<file path="config.mk">
export PLATFORM = sky130hd
export DESIGN_NAME = mem_port_arbiter
export DESIGN_NICKNAME = d
export VERILOG_FILES = /design/src/rtl/mem_port_arbiter.sv
export SDC_FILE = /design/constraint.sdc
export NUM_CORES = 1
export LEC_CHECK = 0
export ABC_CLOCK_PERIOD_IN_PS = 2060
export CORE_AREA = 2 2 153 155
export DETAILED_ROUTE_END_ITERATION = 6
export DIE_AREA = 0 0 155 157
export PLACE_DENSITY = 0.71
export SYNTH_ARGS = -nofsm -noshare
export SYNTH_HDL_FRONTEND = slang
export SYNTH_SLANG_ARGS = --single-unit
</file>
<file path="constraint.sdc">
create_clock -name clock -period 2.06 [get_ports clock]
set_input_delay 0.309 -clock clock [delete_from_list [all_inputs] [get_ports clock]]
set_output_delay 0.309 -clock clock [all_outputs]
set_load 0.05 [all_outputs]
</file>
<file path="src/rtl/mem_port_arbiter.sv">
// mem_port_arbiter
// Shares one D$ request port between the store queue head and the load queue.
// One request is in flight at a time: IDLE grants, ISSUE presents the latched
// request to the D$, WAIT_RESP (loads only) waits for the returned data.
//
// Handshake semantics (all valid/ready pairs in this block):
//   A transfer happens in a cycle where valid and ready are both high. Once
//   valid is raised, valid and every payload field stay constant until that
//   transfer. Here the "ready" toward the queues is the combinational
//   sq_req_accept / lq_req_accept pulse, and dc_req_ready is the D$ side ready.
//
// Command encoding on dc_req_cmd: 0 = no request, 1 = MEM_LOAD, 2 = MEM_STORE.
module mem_port_arbiter #(
  parameter int SQ_SIZE      = 128,
  parameter int SQ_LOW_WATER = 2,
  parameter int STARVE_LIMIT = 4,
  parameter int LQ_TAG_W     = 4,
  parameter int ADDR_W       = 32,
  parameter int SIZE_W       = 2,
  parameter int DATA_W       = 64,
  localparam int FREE_W      = $clog2(SQ_SIZE + 1),
  localparam int STARVE_W    = $clog2(STARVE_LIMIT + 1)
) (
  input  logic                clock,
  input  logic                reset,
  // store queue side
  input  logic                sq_req_valid,
  input  logic [ADDR_W-1:0]   sq_req_addr,
  input  logic [SIZE_W-1:0]   sq_req_size,
  input  logic [DATA_W-1:0]   sq_store_data,
  input  logic [FREE_W-1:0]   sq_free_num_slot,
  output logic                sq_req_accept,
  // load queue side
  input  logic                lq_req_valid,
  input  logic [ADDR_W-1:0]   lq_req_addr,
  input  logic [SIZE_W-1:0]   lq_req_size,
  input  logic [LQ_TAG_W-1:0] lq_req_tag,
  output logic                lq_req_accept,
  // D$ request
  output logic                dc_req_valid,
  output logic [ADDR_W-1:0]   dc_req_addr,
  output logic [SIZE_W-1:0]   dc_req_size,
  output logic [1:0]          dc_req_cmd,
  output logic [DATA_W-1:0]   dc_req_data,
  input  logic                dc_req_ready,
  // D$ response and load completion
  input  logic                dc_resp_valid,
  input  logic [DATA_W-1:0]   dc_resp_data,
  output logic                lq_resp_valid,
  output logic [DATA_W-1:0]   lq_resp_data,
  output logic [LQ_TAG_W-1:0] lq_resp_tag,
  // control and status
  input  logic                flush_i,
  output logic                busy_o,
  // debug visibility of the FSM and fairness counter
  output logic [1:0]          dbg_state,
  output logic [STARVE_W-1:0] dbg_starve_cnt
);

  localparam logic [1:0] MEM_NONE  = 2'd0;
  localparam logic [1:0] MEM_LOAD  = 2'd1;
  localparam logic [1:0] MEM_STORE = 2'd2;

  localparam logic [FREE_W-1:0]   LOW_WATER  = FREE_W'(SQ_LOW_WATER);
  localparam logic [STARVE_W-1:0] STARVE_MAX = STARVE_W'(STARVE_LIMIT);

  typedef enum logic [1:0] {
    IDLE      = 2'd0,
    ISSUE     = 2'd1,
    WAIT_RESP = 2'd2
  } state_t;

  state_t                state;
  logic [STARVE_W-1:0]   starve_cnt;
  logic                  kill;
  logic                  lat_is_store;
  logic [LQ_TAG_W-1:0]   lat_tag;

  // The dc_* registers double as the latched request: loaded at grant,
  // cleared at the D$ handshake, so they read zero whenever not in ISSUE.
  logic                  dc_valid_q;
  logic [ADDR_W-1:0]     dc_addr_q;
  logic [SIZE_W-1:0]     dc_size_q;
  logic [1:0]            dc_cmd_q;
  logic [DATA_W-1:0]     dc_data_q;

  logic                  resp_valid_q;
  logic [DATA_W-1:0]     resp_data_q;
  logic [LQ_TAG_W-1:0]   resp_tag_q;

  logic                  store_pri;
  logic                  grant_store;
  logic                  grant_load;

  // Arbitration: the store wins when it is alone, when loads are being
  // squashed, when the SQ is nearly full, or when loads have starved it.
  always_comb begin
    store_pri   = 1'b0;
    grant_store = 1'b0;
    grant_load  = 1'b0;
    store_pri   = !lq_req_valid || flush_i ||
                  (sq_free_num_slot <= LOW_WATER) ||
                  (starve_cnt >= STARVE_MAX);
    if ((state == IDLE) && !reset) begin
      grant_store = sq_req_valid && store_pri;
      grant_load  = lq_req_valid && !flush_i && !grant_store;
    end
  end

  // Control FSM with latched request, fairness counter, kill flag and the
  // registered load completion.
  always_ff @(posedge clock) begin
    if (reset) begin
      state        <= IDLE;
      starve_cnt   <= '0;
      kill         <= 1'b0;
      lat_is_store <= 1'b0;
      lat_tag      <= '0;
      dc_valid_q   <= 1'b0;
      dc_addr_q    <= '0;
      dc_size_q    <= '0;
      dc_cmd_q     <= MEM_NONE;
      dc_data_q    <= '0;
      resp_valid_q <= 1'b0;
      resp_data_q  <= '0;
      resp_tag_q   <= '0;
    end else begin
      // completion is a single-cycle pulse
      resp_valid_q <= 1'b0;
      resp_data_q  <= '0;
      resp_tag_q   <= '0;
      case (state)
        IDLE: begin
          kill <= 1'b0;
          if (grant_store) begin
            starve_cnt   <= '0;
            lat_is_store <= 1'b1;
            lat_tag      <= '0;
            dc_valid_q   <= 1'b1;
            dc_addr_q    <= sq_req_addr;
            dc_size_q    <= sq_req_size;
            dc_cmd_q     <= MEM_STORE;
            dc_data_q    <= sq_store_data;
            state        <= ISSUE;
          end else if (grant_load) begin
            // only count loads that actually made a store wait
            if (sq_req_valid && (starve_cnt < STARVE_MAX)) begin
              starve_cnt <= starve_cnt + STARVE_W'(1);
            end
            lat_is_store <= 1'b0;
            lat_tag      <= lq_req_tag;
            dc_valid_q   <= 1'b1;
            dc_addr_q    <= lq_req_addr;
            dc_size_q    <= lq_req_size;
            dc_cmd_q     <= MEM_LOAD;
            dc_data_q    <= '0;
            state        <= ISSUE;
          end
        end
        ISSUE: begin
          // a squashed load still finishes its D$ transaction, silently
          if (flush_i && !lat_is_store) begin
            kill <= 1'b1;
          end
          if (dc_req_ready) begin
            dc_valid_q <= 1'b0;
            dc_addr_q  <= '0;
            dc_size_q  <= '0;
            dc_cmd_q   <= MEM_NONE;
            dc_data_q  <= '0;
            if (lat_is_store) begin
              kill  <= 1'b0;
              state <= IDLE;
            end else begin
              state <= WAIT_RESP;
            end
          end
        end
        WAIT_RESP: begin
          if (flush_i) begin
            kill <= 1'b1;
          end
          if (dc_resp_valid) begin
            // a flush arriving with the data also suppresses it
            if (!kill && !flush_i) begin
              resp_valid_q <= 1'b1;
              resp_data_q  <= dc_resp_data;
              resp_tag_q   <= lat_tag;
            end
            kill  <= 1'b0;
            state <= IDLE;
          end
        end
        default: begin
          state <= IDLE;
        end
      endcase
    end
  end

  // Outputs: accepts are combinational; everything else comes from
  // registers and is forced to zero while reset is held.
  assign sq_req_accept  = grant_store;
  assign lq_req_accept  = grant_load;

  assign dc_req_valid   = dc_valid_q && !reset;
  assign dc_req_addr    = reset ? '0 : dc_addr_q;
  assign dc_req_size    = reset ? '0 : dc_size_q;
  assign dc_req_cmd     = reset ? MEM_NONE : dc_cmd_q;
  assign dc_req_data    = reset ? '0 : dc_data_q;

  assign lq_resp_valid  = resp_valid_q && !reset;
  assign lq_resp_data   = reset ? '0 : resp_data_q;
  assign lq_resp_tag    = reset ? '0 : resp_tag_q;

  assign busy_o         = (state != IDLE) && !reset;

  assign dbg_state      = state;
  assign dbg_starve_cnt = starve_cnt;

endmodule

</file>
# == Word-level counts from Yosys, hierarchy flattened ==
# Cells that the tools add are included.
# W data, S select, Z words.
# op_classes
add_sub_neg,1
mul,0
div_mod_pow,0
order_cmp,3
n_eq_ne,6
shift,0
n_mux,46
bitwise_logic,3
n_reduce_logical,32
# op_table
op,n
$mux W64,5
$mux W32,4
$pmux W64 S2,1
$pmux W32 S2,1
$mux W2,11
$mux W1,13
$mux W4,3
$logic_and A1 B1 Y1,10
$mux W3,3
$reduce_and A3 Y1,3
$le A8 B2 Y1 const B,1
$pmux W2 S2,2
$reduce_bool A2 Y1,4
$logic_not A1 Y1,6
$ne A3 B3 Y1 const B,2
$pmux W2 S3,1
$ne A2 B2 Y1 const B,2
$reduce_and A2 Y1,2
$reduce_or A4 Y1,1
$add A3 B1 Y3 const B,1
$ge A3 B3 Y1 const B,1
$logic_or A1 B1 Y1,3
$lt A3 B3 Y1 const B,1
$not A1 Y1,3
7 further kinds,7
# word_totals
register_bits,181
latchBits,0
ram_bits,0
rom_bits,0
in_bits,215
output_inout_bits,178
word_cells,104
memories,0

# == Depth between registers and ports, before layout ==
# depth
depth_word,11
mapped_depth,8
ltp_nobuf,6

# == Least setup slack after synthesis ==
# No wires, ideal clock.
# synth_path
kind,reg-to-output
startpoint,"reg state[0], in the netlist dbg_state[0]"
endpoint,out lq_req_accept
t_arrival_ns,2.522
slack_ns,-0.771
path_stages_with_launch,6
n_path_buf,1
path_cell_list,dfxtp_1 > inv_1 > ha_1 > and3_1 > buf_1 > a21boi_0
# synth_via
elab_chain_len,3
# synth_rtl
item,line,text
start: declaration,73,state_t state;
start signal: assignment,114,state <= IDLE;
start signal: assignment,144,state <= ISSUE;
start signal: assignment,157,state <= ISSUE;
$logic_not A2 Y1,104,if ((state == IDLE) && !reset) begin
$logic_and A1 B1 Y1,104,
$mux W1,104,
end: declaration,38,"output logic lq_req_accept,"
# Every way passes these cells.

# == Worst setup path after layout ==
# layout_path
startpoint,in lq_req_valid
endpoint,out lq_req_accept
# layout_via
elab_chain_len,8
# layout_rtl
item,line,text
start: declaration,34,"input logic lq_req_valid,"
$logic_not A1 Y1,101,store_pri = !lq_req_valid || flush_i ||
$logic_or A1 B1 Y1 (2 in a row),101,
$logic_or A1 B1 Y1,102,(sq_free_num_slot <= LOW_WATER) ||
$logic_and A1 B1 Y1,105,grant_store = sq_req_valid && store_pri;
$logic_not A1 Y1,106,grant_load = lq_req_valid && !flush_i && !grant_store;
$logic_and A1 B1 Y1 *,106,
$mux W1 *,104,
# Mark *: on every way between the ends. The rest lies on a longest branch, timed or not.

==> results.cfg <==
[final_layout]
area_delta_synth_final_pct = 60.77
postLayoutCellArea_sq_um = 12070
layout_common_cells = clkdlybuf4s50_1, buf_4, dfxtp_1, nor2b_1, and2_1
drive_gt1_share_pct = 23.54
antenna_cells = 0
stdcell_count = 1436
nets = 1359
final_common_cell = clkdlybuf4s50_1

[floorplanning]
rows = 55
start_util_pct = 33.37
dieArea_sq_um = 24340
fp.dieW_um = 155
die_h_um = 157
ios = 393
coreArea_sq_um = 22500

[grt]
grt_pass1_vias = 6791
grt_overflow_total = 0
grt_max_degree = 139
track_usage_pct = 19.41
grt_first_pass_wirelength_mm = 37.34
antenna_found_initial = 0

[logic_synthesis]
syn_area_per_cell_sq_um = 9.828
syn_area_sq_um = 7508
yosysTopAreaCellShare_pct = 48.26
synth_cell_types = 44
synth_fp_nets = 984
yosysWarnings = 0
yosys-top-cells-area = dfxtp_1, nor2b_1, a22o_1, and2_1, a311oi_1
ys_seq_area_share_pct = 48.26
synth_top_area_cell = dfxtp_1
synthArstFlopShare_pct = 0
ys.flop_type = dfxtp_1
synth_seq_cells = 181
synth_edf_count = 0
netlist_instances = 764

[place]
post_dp_cell_area_sq_um = 11420
detailed_place_hpwl_mm = 17.71
gp_congestion = 0.7685
numPortBuffers = 392
dp_slack_ps = -263.8
place_inst = 1401

[sta]
finalCritPeriodShare_pct = 95.77
slew_violations = 0
hold_viol = 0
finalWorstSetupSlack_ps = 87.11
rsz0062_at_grt = no
skew_ps = 17.38
max_freq_ghz = 0.5069
finalCriticalPeriod_ps = 1973
max-slew-margin-rel_pct = 58.02
setup_viol_count_final = 0
worst_slew_pin_slew_ps = 629.7

[routing]
dr.first_iter.drc_count = 413
drtAntennaViolNets = 0
first_pass_iters = 5
wire_per_inst_um = 17.21
viasPerCell = 4.914
drc_errors = 0
totalWireLength_mm = 24.71
vias = 7057

[pwr]
ir_drop_uv = 597.9
p_total_mw = 9.771
p_leak_nw = 5.037
power.density_nw_per_um2 = 809.5

[clock_tree]
cts.sinks = 181
cts-buffers-inserted = 17
ctsHtreeMaxLevel = 4
cts.clk_slew.worst_paths_ps = 60
insertion_delay_ps = 430
cts_tree = yes
clockBufferDepth = 2
ctsHoldBuffers = 0
cts_root_buffer = clkbuf_16

[worst_setup_path]
crit_required_ps = 1750
crit_arrival_ps = 1660
end_kind = output pin
crit_path_start_kind = input pin
worst-path-max-fanout = 4
critPathKind = in -> out

[outcome]
status = finished, final reports clean

[hold_path]
hp-class = in -> reg

[job]
max-cap-violations = 0
-- worst max-delay path, cell delays in order --
cell	delay (ps)
clkdlybuf4s50_1	490
nor3b_2	190
buf_4	140
buf_4	110
o21ai_4	80
a21boi_4	180
buf_12	150
-- sequential cells by signal, indices dropped and copies added (netlist names), 2 cells and up --
| name | flops |
|---|---|
| lat_tag | 4 |
| dbg_starve_cnt | 3 |
| resp_tag_q | 4 |
| dc_size_q | 2 |
| dc_data_q | 64 |
| dbg_state | 2 |
| dc_cmd_q | 2 |
| dc_addr_q | 32 |
| resp_data_q | 64 |
-- Yosys cell counts, drive strengths merged (2+ instances only) --
cell type and n:
a211o 2, a21boi 3, a21oi 35, a22o 64, a311oi 34, and2 69, and3b 2, buf 39
clkbuf 38, dfxtp 181, ha 5, inv 6, mux2 2, mux2i 6, nand2 6, nand4 34
nor2 10, nor2b 170, nor3b 2, o211ai 35, o21ai 3, xor2 2
-- stage by stage --
| step | util, % | TNS [ps] | hold slack (ps) |
|---|---|---|---|
| finish | 53.64 | 0 | 283.5 |
| global route | 53.64 | 0 | 278.4 |
| CTS | 53.41 | 0 | 260.2 |
| detailed placement | 50.76 | -22390 | 444.0 |
| global placement | 50.76 | -19260 | 447.1 |
| floorplan | - | -33.17 | 429.1 |
-- logic make-up after synthesis --
kind of cell / after synthesis / share of synthesized area (%)
buf+inv: 83 / 5.616
simple gates: 300 / 24.91
fa+ha+maj: 5 / 0.8332
xor+xnor: 2 / 0.2333
flops: 181 / 48.26
compound gates: 185 / 19.05
mux: 8 / 1.100
-- layout make-up --
| cell class | count | area, sq um |
|---|---|---|
| Clock buffer | 18 | 429.2 |
| Clock inverter | 13 | 135.1 |
| Fill cell | 2114 | 10430 |
| Inverter | 6 | 22.52 |
| Multi-Input combinational cell | 500 | 3521 |
| Sequential cell | 181 | 3626 |
| Tap cell | 285 | 356.6 |
| Timing Repair Buffer | 433 | 3981 |
-- report_power, final --
| group | switching (mW) | leakage (nW) | total (mW) | internal (mW) |
|---|---|---|---|---|
| clock network | 1.54 | 0.267 | 3.15 | 1.61 |
| logic | 1.54 | 3.29 | 2.73 | 1.19 |
| registers | 0.101 | 1.48 | 3.90 | 3.80 |
| total | 3.18 | 5.04 | 9.77 | 6.59 |
-- per-layer routing --
metal | GRT usage, % | vias to the layer above | routed length (um) | share of wire [%]
li1 | - | 3445 | - | -
met1 | 23.47 | 3314 | 10020 | 41
met4 | 4.894 | 0 | 322 | 1.3
met2 | 33.69 | 277 | 12430 | 50
met3 | 5.947 | 21 | 1937 | 7.8
met5 | 0 | - | 0 | 0
-- path summary, 6_finish.rpt --
path                            slack [ps]          from  cells past startpoint       endpoint
worst max-delay path                    90  lq_req_valid                      7  lq_req_accept
worst max register to register         230  dbg_state[0]                      6     dc_valid_q
worst min-delay path                   280         reset                      3   dbg_state[0]
worst min register to register         460    lat_tag[1]                      1  resp_tag_q[1]
-- what timing repair did --
action                                 in CTS  in global routing
setup endpoints to repair                   2                 30
setup buffers                               1                  3
resized for setup                          10                  8
pin swaps                                   3                  6
endpoints found under the hold margin       0                  0
No activity file was read; power rests on OpenSTA's default activity.
